===== config.mk =====
export PLATFORM = sky130hd
export DESIGN_NAME = tx_queue_sched
export DESIGN_NICKNAME = d
export VERILOG_FILES = /design/src/rtl/tx_queue_sched.sv
export SDC_FILE = /design/constraint.sdc
export NUM_CORES = 1
export LEC_CHECK = 0
export ABC_AREA = 0
export CORE_ASPECT_RATIO = 0.75
export CORE_MARGIN = 2
export CORE_UTILIZATION = 46
export DETAILED_ROUTE_END_ITERATION = 8
export PLACE_DENSITY = 0.88
export SYNTH_ARGS = -nofsm -noshare
export SYNTH_HDL_FRONTEND = slang
export SYNTH_SLANG_ARGS = --single-unit

===== constraint.sdc =====
create_clock -name S_AXIS_ACLK -period 3.22 [get_ports S_AXIS_ACLK]
set_clock_uncertainty 0.1 [all_clocks]
set_input_delay 0.644 -clock S_AXIS_ACLK [delete_from_list [all_inputs] [get_ports S_AXIS_ACLK]]
set_output_delay 0.644 -clock S_AXIS_ACLK [all_outputs]
set_load 0.01 [all_outputs]

===== src/rtl/tx_queue_sched.sv =====
// TX queue scheduler: grants one eligible queue, pops its meta/TSF words, holds the
// packet until its TSF launch time, then meters data-word reads to the bit interface.
module tx_queue_sched #(
  parameter int MAX_BIT_NUM_DMA_SYMBOL = 14,
  parameter int TSF_TIMER_WIDTH        = 64,
  parameter int UNDERRUN_TIMEOUT       = 1023,
  parameter int UR_CNT_W               = 10
) (
  input  logic                              S_AXIS_ACLK,
  input  logic                              S_AXIS_ARESET,
  input  logic [2:0]                        queue_en,
  input  logic                              strict_prio,
  input  logic [2:0]                        meta_empty,
  input  logic                              EMPTYN_TO_ACC,
  input  logic [63:0]                       DMG_TO_ACC,
  input  logic [TSF_TIMER_WIDTH-1:0]        TSF_TO_ACC,
  input  logic [TSF_TIMER_WIDTH-1:0]        tsf_now,
  input  logic                              tx_phy_ready,
  input  logic                              data_req,
  output logic [1:0]                        tx_queue_idx,
  output logic                              ACC_ASK_DMG,
  output logic                              ACC_ASK_TSF,
  output logic                              ACC_ASK_DATA,
  output logic [31:0]                       cts_toself_config,
  output logic [MAX_BIT_NUM_DMA_SYMBOL-1:0] pkt_num_word,
  output logic                              pkt_start,
  output logic                              pkt_done,
  output logic                              underrun_err,
  output logic                              busy
);
  localparam int W = MAX_BIT_NUM_DMA_SYMBOL;

  typedef enum logic [2:0] {S_IDLE, S_POP, S_LATCH, S_WAIT_TSF, S_STREAM, S_DONE} state_t;

  state_t                     state_q, state_d;
  logic [1:0]                 idx_q, idx_d;
  logic [1:0]                 rr_last_q, rr_last_d;
  logic [31:0]                cts_q, cts_d;
  logic [W-1:0]               num_q, num_d;
  logic [W-1:0]               rem_q, rem_d;
  logic [TSF_TIMER_WIDTH-1:0] tsf_target_q, tsf_target_d;
  logic [UR_CNT_W-1:0]        ur_q, ur_d;
  logic                       abort_q, abort_d;

  logic [2:0] eligible;
  logic [1:0] grant_idx;
  logic [1:0] cand;
  logic       launch;
  logic       data_stb;
  logic       stall;
  logic       run;
  logic       unused_dmg;

  assign unused_dmg = ^DMG_TO_ACC[31:W];

  genvar gi;
  generate
    for (gi = 0; gi < 3; gi++) begin : g_elig
      assign eligible[gi] = queue_en[gi] & ~meta_empty[gi];
    end
  endgenerate

  // Loops run from lowest to highest priority so the preferred candidate is written last.
  always_comb begin
    grant_idx = 2'd0;
    cand      = 2'd0;
    if (strict_prio) begin
      for (int i = 2; i >= 0; i--) begin
        if (eligible[i]) grant_idx = 2'(i);
      end
    end else begin
      for (int k = 3; k >= 1; k--) begin
        cand = 2'((int'(rr_last_q) + k) % 3);
        if (eligible[cand]) grant_idx = cand;
      end
    end
  end

  // Strobes and pulses are masked while reset is held so no FIFO is touched during reset.
  assign run      = ~S_AXIS_ARESET;
  assign launch   = (tsf_target_q == '0) || (tsf_now >= tsf_target_q);
  assign data_stb = (state_q == S_STREAM) && data_req && EMPTYN_TO_ACC && (rem_q != '0);
  assign stall    = data_req & ~EMPTYN_TO_ACC;

  always_ff @(posedge S_AXIS_ACLK) begin
    if (S_AXIS_ARESET) begin
      state_q      <= S_IDLE;
      idx_q        <= 2'd0;
      rr_last_q    <= 2'd2;
      cts_q        <= '0;
      num_q        <= '0;
      rem_q        <= '0;
      tsf_target_q <= '0;
      ur_q         <= '0;
      abort_q      <= 1'b0;
    end else begin
      state_q      <= state_d;
      idx_q        <= idx_d;
      rr_last_q    <= rr_last_d;
      cts_q        <= cts_d;
      num_q        <= num_d;
      rem_q        <= rem_d;
      tsf_target_q <= tsf_target_d;
      ur_q         <= ur_d;
      abort_q      <= abort_d;
    end
  end

  always_comb begin
    state_d      = state_q;
    idx_d        = idx_q;
    rr_last_d    = rr_last_q;
    cts_d        = cts_q;
    num_d        = num_q;
    rem_d        = rem_q;
    tsf_target_d = tsf_target_q;
    ur_d         = ur_q;
    abort_d      = abort_q;
    ACC_ASK_DMG  = 1'b0;
    ACC_ASK_TSF  = 1'b0;
    ACC_ASK_DATA = 1'b0;
    pkt_start    = 1'b0;
    pkt_done     = 1'b0;
    underrun_err = 1'b0;
    busy         = run && (state_q != S_IDLE);
    case (state_q)
      S_IDLE: begin
        if (tx_phy_ready && (|eligible)) begin
          idx_d   = grant_idx;
          state_d = S_POP;
        end
      end
      S_POP: begin
        ACC_ASK_DMG = run;
        ACC_ASK_TSF = run;
        state_d     = S_LATCH;
      end
      S_LATCH: begin
        cts_d        = DMG_TO_ACC[63:32];
        num_d        = DMG_TO_ACC[W-1:0];
        rem_d        = DMG_TO_ACC[W-1:0];
        tsf_target_d = TSF_TO_ACC;
        ur_d         = '0;
        abort_d      = 1'b0;
        state_d      = S_WAIT_TSF;
      end
      S_WAIT_TSF: begin
        if (launch) begin
          pkt_start = run;
          state_d   = (num_q == '0) ? S_DONE : S_STREAM;
        end
      end
      S_STREAM: begin
        ACC_ASK_DATA = run & data_stb;
        if (data_stb) begin
          rem_d = rem_q - W'(1);
          ur_d  = '0;
          if (rem_q == W'(1)) state_d = S_DONE;
        end else if (stall) begin
          ur_d = ur_q + UR_CNT_W'(1);
          if (ur_q == UR_CNT_W'(UNDERRUN_TIMEOUT - 1)) begin
            abort_d = 1'b1;
            state_d = S_DONE;
          end
        end
      end
      S_DONE: begin
        pkt_done     = run;
        underrun_err = run & abort_q;
        rr_last_d    = idx_q;
        state_d      = S_IDLE;
      end
      default: state_d = S_IDLE;
    endcase
  end

  assign tx_queue_idx      = idx_q;
  assign cts_toself_config = cts_q;
  assign pkt_num_word      = num_q;

endmodule


==> run_results.csv, run 1 <==
group,metric,value,unit
synth,yosysMostFrequentCell,"nand2_1",
critical_path,critPathKind,"input port to output pin",
cells_and_area,final_nets,1541,
synth,syn_area_per_cell,7.49,µm²
floorplan,ioPinCount,259,
power,clkPwrFrac,36.6,%
power,finalPower,5.38,mW
critical_path,required,2480,ps
routing,detail_route.wl_per_cell,16.5,µm
place,gp_congestion,0.912,
hold_path,hold_class,"flop to flop",
floorplan,initial_core_util,47.5,%
cells_and_area,fin_util,73.3,%
floorplan,rows,39,
synth,synth.top_cell.area_share,38.8,%
routing,drc,0,
floorplan,core,15400,µm²
clock_tree,cts_buffers,17,
clock_tree,clk_path_buf_depth,2,
critical_path,path_cells,"clkdlybuf4s50_1 > ha_1 > nand4_1 > buf_4 > nor2_1 > a22oi_1 > o211ai_1 > a31oi_2 > o41ai_4 > and2_1 > buf_2",
global_routing,grtUsageTotal,28.9,%
power,seqPwrFrac,37.1,%
power,switching_share,29.9,%
power,peakVddDrop,394,µV
floorplan,dieWidth,150,µm
outcome,status,"finished with violations",
critical_path,worstSetupEndpointType,"output pin",
timing,period_share,108,%
cells_and_area,syn_to_final_growth,54.2,%
clock_tree,hold_buffers,0,
synth,synth.largest_area_cell,"dfxtp_1",
synth,synth_nets,1253,
timing,fmaxAchievable,287,MHz
synth,synth.ff_latch_count,142,
routing,ant_nets,0,
synth,syn_area,7330,µm²
global_routing,antenna_found_initial,6,
timing,slew_violations,0,
routing,drt-initial-drc-count,621,
power,combPwrFrac,26.4,%
clock_tree,cts_sinks,142,
global_routing,grt_pass1_wl,39.0,mm
timing,max-slew-margin-rel,42.9,%
timing,worstMarginPinSlew,857,ps
critical_path,arrival,2750,ps
synth,async_reset_ff_share,0,%
outcome,violations,"setup timing",
cells_and_area,drive_above_1_share,14.7,%
timing,finalCriticalPeriod,3490,ps
routing,wirelength,24.7,mm
clock_tree,clk_latency,420,ps
synth,synth_warnings,0,
critical_path,critPathMaxStageDelay,400,ps
clock_tree,htreeDepth,4,
job,cap_violations,0,
global_routing,grt_pass1_vias,7977,
global_routing,overflow,0,
power,switchingPower,1.61,mW
clock_tree,cts-root-buf,"clkbuf_16",
timing,rsz0062_at_grt,"yes",
timing,setup_violations,1,
routing,num_vias,8076,
power,power_density,476,nW/µm²
floorplan,dieArea,17000,µm²
synth,syn_inst,979,
power,power.leakage,4.26,nW
synth,ys_seq_area_share,38.8,%
place,place.port_buffers,240,
synth,synth.distinct_cells,52,
power,internal_power,3.77,mW
global_routing,grt_max_degree,112,
timing,setup_ws,-270,ps
routing,drtPass1Iterations,5,
critical_path,crit_slowest_cell,"clkdlybuf4s50_1",
critical_path,path_max_fanout,2,
synth,synthFlopType,"dfxtp_1",
synth,yosys-top-cells-area,"dfxtp_1, nand2_1, ha_1, a21oi_1, inv_1",
clock_tree,clkTransAtPathRegs,60,ps
floorplan,die_height,113,µm
timing,final_hold_viol_count,0,
synth,synth_edf_count,0,
place,dp_hpwl,16.9,mm
critical_path,cp-start-kind,"input port",
routing,vias_per_cell,5.42,
timing,hold_ws,354,ps
clock_tree,cts_tree,"yes",
synth,synthTopCellsByCount,"nand2_1, a21oi_1, dfxtp_1, inv_1, ha_1",
-- worst max-delay path: cells and delay by family --
family	cells	cell delay, ps
adders and majority gates	1	290
AOI/OAI and AO/OA	4	630
buffers and inverters	3	730
and+or+nand+nor	3	440
-- per-layer routing --
layer  part of all wire (%)  up-vias  track usage, %  wire length [µm]
li1                       -     3926               -                 -
met1                     41     3720            35.7             10100
met2                     47      375            47.9             11500
met3                     10       55            9.19              2510
met4                    2.3        0            10.2               577
met5                      0        -               0                 0
-- stage by stage --
step                      TNS (ps)  worst slack, ps  area, µm²  cells
final                         -270             -270      11300   1491
after global routing          -385             -385      11300   1489
after CTS                     -175             -175      11300   1485
after detailed placement     -1840            -1180      10300   1440
after global placement       -1590            -1120      10300   1440
after floorplan                  0             91.8       7330    979
-- power groups by stage --
| stage | Sequential [mW] | Clock (mW) | Combinational (mW) |
|---|---|---|---|
| 6_report | 1.99 | 1.97 | 1.42 |
| 5_1_grt | 2.01 | 2.06 | 1.55 |
| 4_1_cts | 1.99 | 1.97 | 1.38 |
| 3_5_place_dp | 2.02 | 0 | 1.29 |
| 3_3_place_gp | 2.01 | 0 | 1.25 |
| 2_1_floorplan | 2.02 | 0 | 0.642 |
-- flip-flops by register name (all words and copies together) (netlist names) --
signal and cells:
tsf_target_q 64, cts_toself_config 32, pkt_num_word 14, rem_q 14
ur_q 10, state_q 3, rr_last_q 2, tx_queue_idx 2
abort_q 1
-- layout by cell type, fill, tap and decap left out, types with 3 or more instances in the layout --
| cell type | Yosys | final |
|---|---|---|
| dfxtp_1 | 142 | 132 |
| xor2_1 | 6 | 6 |
| ha_4 | 0 | 17 |
| clkbuf_1 | 45 | 3 |
| clkdlybuf4s15_2 | 0 | 3 |
| clkdlybuf4s50_1 | 0 | 187 |
| dlygate4sd2_1 | 0 | 32 |
| clkbuf_16 | 0 | 17 |
| o31ai_1 | 3 | 3 |
| and2_1 | 3 | 3 |
| a211oi_1 | 7 | 6 |
| nand3_1 | 11 | 11 |
| ha_1 | 70 | 53 |
| and3_1 | 3 | 3 |
| o21ai_0 | 25 | 21 |
| or4_4 | 2 | 3 |
| a22oi_1 | 5 | 5 |
| a21oi_1 | 159 | 155 |
| buf_2 | 2 | 8 |
| inv_1 | 73 | 65 |
| buf_4 | 1 | 77 |
| clkdlybuf4s15_1 | 0 | 9 |
| nor2_1 | 44 | 42 |
| dfxtp_2 | 0 | 10 |
| nor3_1 | 6 | 5 |
| diode_2 | 0 | 6 |
| nand2_1 | 264 | 263 |
| a31oi_1 | 6 | 4 |
| nand4_1 | 22 | 22 |
| o211ai_1 | 5 | 5 |
| inv_2 | 0 | 8 |
| nand2b_1 | 7 | 6 |
| a21oi_2 | 0 | 4 |
| clkinv_2 | 0 | 4 |
| nor4_1 | 26 | 24 |
-- logic make-up after synthesis --
family          share of synthesized area [%]
fa+ha+maj                                11.9
buf+inv                                  6.48
flops                                    38.8
mux                                     0.290
xor+xnor                                0.836
compound gates                           17.2
simple gates                             24.5
-- layout make-up --
| class | count | area, µm² |
|---|---|---|
| multi-input cells | 714 | 4390 |
| fillers | 1119 | 4120 |
| repair buffers | 319 | 2940 |
| flip-flops and latches | 142 | 2860 |
| clock buffers | 22 | 464 |
| inverters | 73 | 274 |
| well taps | 205 | 256 |
| clock inverters | 10 | 113 |
| diodes | 6 | 15.0 |
-- repair_timing --
| action | CTS | global route |
|---|---|---|
| pin swaps | 91 | 0 |
| resized for setup | 154 | 1 |
| setup buffers | 13 | 0 |
| cloned | 0 | 0 |
| setup endpoints to repair | 1 | 1 |
-- path summary, 6_finish.rpt --
path / startpoint / endpoint / slack [ps] / cells past startpoint
max: tsf_now[29] / pkt_start / -270 / 11
min: cts_toself_config[16] / cts_toself_config[16] / 350 / 2
max reg2reg: tsf_target_q[6] / state_q[2] / 640 / 12
min reg2reg: cts_toself_config[16] / cts_toself_config[16] / 350 / 2
No activity file was read; power rests on OpenSTA's default activity.
==> run 2, diff against run 1 <==
--- a/config.mk
+++ b/config.mk
@@ -11,6 +11,7 @@
 export CORE_UTILIZATION = 46
 export DETAILED_ROUTE_END_ITERATION = 8
 export PLACE_DENSITY = 0.88
+export SETUP_SLACK_MARGIN = 0.15
 export SYNTH_ARGS = -nofsm -noshare
 export SYNTH_HDL_FRONTEND = slang
 export SYNTH_SLANG_ARGS = --single-unit
==> run 2 against run 1 <==
  * Cell count fell by 0.67%
  * Clock-buffer cell count fell by 2
  * Highest routed layer unchanged
  * Die area did not move
  * Routed wire length rose by 0.80%
  * Clock power fell by 4%
  * Flip-flop and latch count did not move
  * Sequential power barely moved
  * The run still ends with setup timing left
==> run_results.csv, run 2 (same netlist as run 1, synthesis figures left out) <==
group,metric,value,unit
hold_path,hold_class,"flop to flop",
floorplan,core,15400,µm²
routing,vias_per_cell,5.46,
power,power_density,470,nW/µm²
cells_and_area,largest_register,"tsf_target_q",
timing,fmaxAchievable,286,MHz
critical_path,cp_num_buf_inv,3,
routing,wirelength,24.9,mm
clock_tree,cts_buffers,17,
critical_path,path_max_fanout,2,
job,cap_violations,0,
timing,setup_ws,-279,ps
timing,worstMarginPinSlew,669,ps
place,place.port_buffers,240,
cells_and_area,fin_util,73.4,%
routing,num_vias,8087,
timing,final_hold_viol_count,0,
timing,hold_ws,353,ps
global_routing,grt_pass1_wl,39.4,mm
timing,slew_violations,0,
critical_path,cp_top_family,"compound AO/OA/AOI/OAI gates",
power,peakVddDrop,368,µV
place,place_area,10300,µm²
place,gp_congestion,0.898,
cells_and_area,final_cell_mix,"nand2_1, clkdlybuf4s50_1, a21oi_1",
place,dp.cells,1436,
critical_path,cp-start-kind,"input port",
power,power.leakage,4.24,nW
power,finalPower,5.32,mW
clock_tree,cts-root-buf,"clkbuf_16",
clock_tree,clkTransAtPathRegs,60,ps
routing,drtPass1Iterations,5,
timing,rsz0062_at_grt,"yes",
routing,drt-initial-drc-count,468,
timing,setup_violations,1,
cells_and_area,syn_to_final_growth,54.4,%
floorplan,initial_core_util,47.5,%
clock_tree,clk_path_buf_depth,2,
global_routing,grt_max_degree,112,
cells_and_area,largest_reg_flops,64,
critical_path,required,2480,ps
timing,max-slew-margin-rel,55.4,%
critical_path,critPathMaxStageDelay,350,ps
routing,detail_route.wl_per_cell,16.8,µm
timing,finalCriticalPeriod,3500,ps
critical_path,path_cells,"dlygate4sd2_1 > ha_1 > nand4_1 > buf_4 > nor2_1 > a221oi_2 > a31oi_4 > nor4_4 > o41ai_4 > and2_1 > buf_2",
power,combPwrFrac,26.9,%
power,clkPwrFrac,35.7,%
floorplan,die_height,113,µm
critical_path,critPathKind,"input port to output pin",
global_routing,grtUsageTotal,29.2,%
routing,drc,0,
power,switchingPower,1.63,mW
floorplan,dieArea,17000,µm²
clock_tree,cts_tree,"yes",
cells_and_area,fin_area,11300,µm²
global_routing,antenna_found_initial,2,
global_routing,overflow,0,
power,seqPwrFrac,37.4,%
clock_tree,clk_latency,410,ps
global_routing,grt_pass1_vias,8123,
critical_path,worstSetupEndpointType,"output pin",
clock_tree,htreeDepth,4,
place,pre_cts_ws,-1050,ps
place,dp_hpwl,17.1,mm
power,internal_power,3.70,mW
outcome,status,"finished with violations",
outcome,violations,"setup timing",
cells_and_area,instances_no_fill,1481,
cells_and_area,final_common_cell,"nand2_1",
critical_path,setup.reg_to_reg.worst_slack,740,ps
floorplan,ioPinCount,259,
power,switching_share,30.5,%
critical_path,crit_slowest_cell,"a221oi_2",
routing,ant_nets,0,
clock_tree,cts_sinks,142,
floorplan,dieWidth,150,µm
timing,period_share,109,%
cells_and_area,final_nets,1534,
critical_path,arrival,2760,ps
cells_and_area,drive_above_1_share,15.1,%
floorplan,rows,39,
timing,fin_setup_tns,-279,ps
==> run 2: timing repair <==
item | 4_1_cts | 5_1_grt
hold buffers | 0 | 0
endpoints found under the setup margin | 1 | 1
setup buffers | 10 | 0
gates resized for setup | 170 | 0
pin swaps | 98 | 0
==> run 2: per-layer routing <==
| metal | share of wire, % | track usage, % |
|---|---|---|
| met3 | 9.6 | 9.35 |
| met1 | 41 | 35.0 |
| met5 | 0 | 0 |
| met2 | 46 | 48.0 |
| met4 | 3.5 | 12.9 |
==> run 2: worst register-to-register path, delay by kind of cell (launching register included) <==
kind	cells	cell delay, ps
compound gates	6	1260
flops	1	330
fa+ha+maj	1	260
buf+inv	2	240
simple gates	1	150
==> run 2: worst paths after layout <==
path | endpoint | cells past startpoint | startpoint
setup / recovery | pkt_start | 11 | tsf_now[45]
setup reg to reg | state_q[0] | 10 | tsf_target_q[1]
hold reg to reg | cts_toself_config[25] | 2 | cts_toself_config[25]
hold / removal | cts_toself_config[25] | 2 | cts_toself_config[25]
==> run 2: final cells by class <==
| type | instances | area, µm² |
|---|---|---|
| antenna | 3 | 7.51 |
| multi-input combinational | 714 | 4480 |
| tap | 205 | 256 |
| inverter | 73 | 274 |
| sequential | 142 | 2850 |
| clock inverter | 12 | 111 |
| clock buffer | 20 | 457 |
| timing repair buffer | 312 | 2890 |
| fill | 1055 | 4100 |
==> run 2: power groups by stage <==
stage          registers [mW]  clock network [mW]  logic [mW]
3_3_place_gp             2.01                   0        1.25
6_report                 1.99                1.90        1.43
3_5_place_dp             2.02                   0        1.29
5_1_grt                  2.01                2.01        1.56
4_1_cts                  1.99                1.92        1.39
2_1_floorplan            2.02                   0       0.644
==> run 3, diff against run 2 <==
--- a/config.mk
+++ b/config.mk
@@ -6,9 +6,11 @@
 export NUM_CORES = 1
 export LEC_CHECK = 0
 export ABC_AREA = 0
+export CELL_PAD_IN_SITES_DETAIL_PLACEMENT = 1
+export CELL_PAD_IN_SITES_GLOBAL_PLACEMENT = 2
 export CORE_ASPECT_RATIO = 0.75
 export CORE_MARGIN = 2
-export CORE_UTILIZATION = 46
+export CORE_UTILIZATION = 25
 export DETAILED_ROUTE_END_ITERATION = 8
 export PLACE_DENSITY = 0.88
 export SETUP_SLACK_MARGIN = 0.15
==> run 3 against run 2 <==
  * The flow still finishes with violations (setup timing)
  * Power increased by 4.7%
  * Setup slack got worse by 11 ps
  * Global-route usage decreased by 11 points
  * Cell count increased by 13%
  * Core utilization decreased by 32 points
  * Routed wire length increased by 13%
  * Combinational power increased by 6%
  * Critical path type unchanged
  * Critical endpoint unchanged
==> run_results.csv, run 3 (same netlist as run 1, synthesis figures left out) <==
group,metric,value,unit
outcome,status,"finished with violations",
outcome,violations,"setup timing",
cells_and_area,drive_above_1_share,16.7,%
routing,wirelength,28.0,mm
cells_and_area,antenna_cells,0,
timing,fin_setup_tns,-291,ps
timing,setup_violations,1,
critical_path,worstSetupEndpointType,"output pin",
clock_tree,htreeDepth,4,
hold_path,hold_class,"flop to flop",
timing,worstMarginPinSlew,810,ps
timing,rsz0062_at_grt,"yes",
global_routing,grtUsageTotal,17.7,%
critical_path,critPathKind,"input port to output pin",
cells_and_area,fill_cells,3450,
floorplan,dieWidth,202,µm
global_routing,overflow,0,
timing,period_share,109,%
critical_path,path_max_fanout,2,
clock_tree,cts_buffers,17,
cells_and_area,syn_to_final_growth,62.4,%
routing,ant_nets,0,
cells_and_area,fin_util,41.1,%
global_routing,grt_max_degree,112,
cells_and_area,largest_reg_flops,64,
cells_and_area,final_nets,1545,
place,place_area,10700,µm²
critical_path,critPathMaxStageDelay,460,ps
place,dp_hpwl,20.0,mm
critical_path,required,2480,ps
floorplan,die_height,152,µm
critical_path,cp-start-kind,"input port",
routing,drtPass1Iterations,4,
clock_tree,clk_path_buf_depth,2,
place,place.port_buffers,240,
critical_path,path_cells,"clkdlybuf4s50_1 > ha_4 > nand4_1 > or2_4 > nand3b_1 > buf_6 > o41ai_4 > and2_1 > buf_2",
floorplan,ioPinCount,259,
clock_tree,cts_sinks,142,
critical_path,crit_slowest_cell,"clkdlybuf4s50_1",
floorplan,core,29000,µm²
floorplan,dieArea,30700,µm²
power,finalPower,5.57,mW
global_routing,grt_pass1_wl,43.4,mm
routing,detail_route.wl_per_cell,16.7,µm
power,peakVddDrop,327,µV
cells_and_area,final_cell_mix,"nand2_1, clkdlybuf4s50_1, a21oi_1",
routing,vias_per_cell,4.68,
timing,fmaxAchievable,285,MHz
timing,setup_ws,-291,ps
place,gp_congestion,0.808,
clock_tree,clkTransAtPathRegs,60,ps
job,cap_violations,0,
routing,drc,0,
timing,final_hold_viol_count,0,
cells_and_area,largest_register,"tsf_target_q",
timing,slew_violations,0,
cells_and_area,instances_no_fill,1675,
power,power_density,468,nW/µm²
cells_and_area,final_common_cell,"nand2_1",
routing,drt-initial-drc-count,296,
cells_and_area,seq_area,2860,µm²
cells_and_area,fin_area,11900,µm²
place,dp.cells,1639,
clock_tree,cts_tree,"yes",
timing,finalCriticalPeriod,3510,ps
global_routing,grt_pass1_vias,8133,
global_routing,antenna_found_initial,1,
floorplan,initial_core_util,25.3,%
routing,num_vias,7845,
floorplan,rows,54,
clock_tree,clk_latency,420,ps
clock_tree,cts-root-buf,"clkbuf_16",
cells_and_area,multiInputGateArea,4650,µm²
critical_path,arrival,2770,ps
timing,max-slew-margin-rel,46.0,%
power,power.leakage,4.41,nW
-- run 3: stage by stage --
| step | setup slack (ps) | hold WS (ps) |
|---|---|---|
| final | -291 | 354 |
| after CTS | -368 | 340 |
| after global placement | -1080 | 341 |
| after global routing | -397 | 356 |
| after floorplan | 212 | 349 |
| after detailed placement | -1160 | 348 |
-- run 3: report_power, final --
group	internal, mW	switching (mW)
sequential	1.89	0.103
combinational	0.753	0.766
clock	1.24	0.824
total	3.88	1.69
-- run 3: per-layer routing --
metal  vias to the layer above  wire (µm)  global-route usage [%]
met1                      3710      13200                    23.2
met3                        26       1940                    5.92
met4                         0        340                    3.96
met2                       192      12500                    28.3
met5                         -          0                       0
li1                       3917          -                       -
-- run 3: critical path: cells and delay by family --
kind	cells	cell delay [ps]
adder cells (fa/ha/maj)	1	300
AND/OR/NAND/NOR	4	720
buffers and inverters	3	730
AO/OA/AOI/OAI	1	370
-- run 3: area by class of cell --
type	count	area share, %
tap	392	4.12
timing repair buffer	323	25.4
inverter	73	2.32
clock buffer	18	3.69
clock inverter	13	1.39
sequential	142	24.0
multi-input combinational	714	39.1
-- run 3: worst paths after layout --
kind | slack, ps | to | cells after the start | from
hold reg to reg | 350 | cts_toself_config[12] | 2 | cts_toself_config[12]
setup reg to reg | 710 | state_q[2] | 10 | tsf_target_q[9]
setup / recovery | -290 | pkt_start | 9 | tsf_now[59]
hold / removal | 350 | cts_toself_config[12] | 2 | cts_toself_config[12]
-- run 3: what timing repair did --
item	in CTS	in global routing
buffers inserted	4	1
gates cloned	0	0
pin swaps	75	31
resized for setup	124	52
hold buffers	0	0
endpoints found under the setup margin	1	2
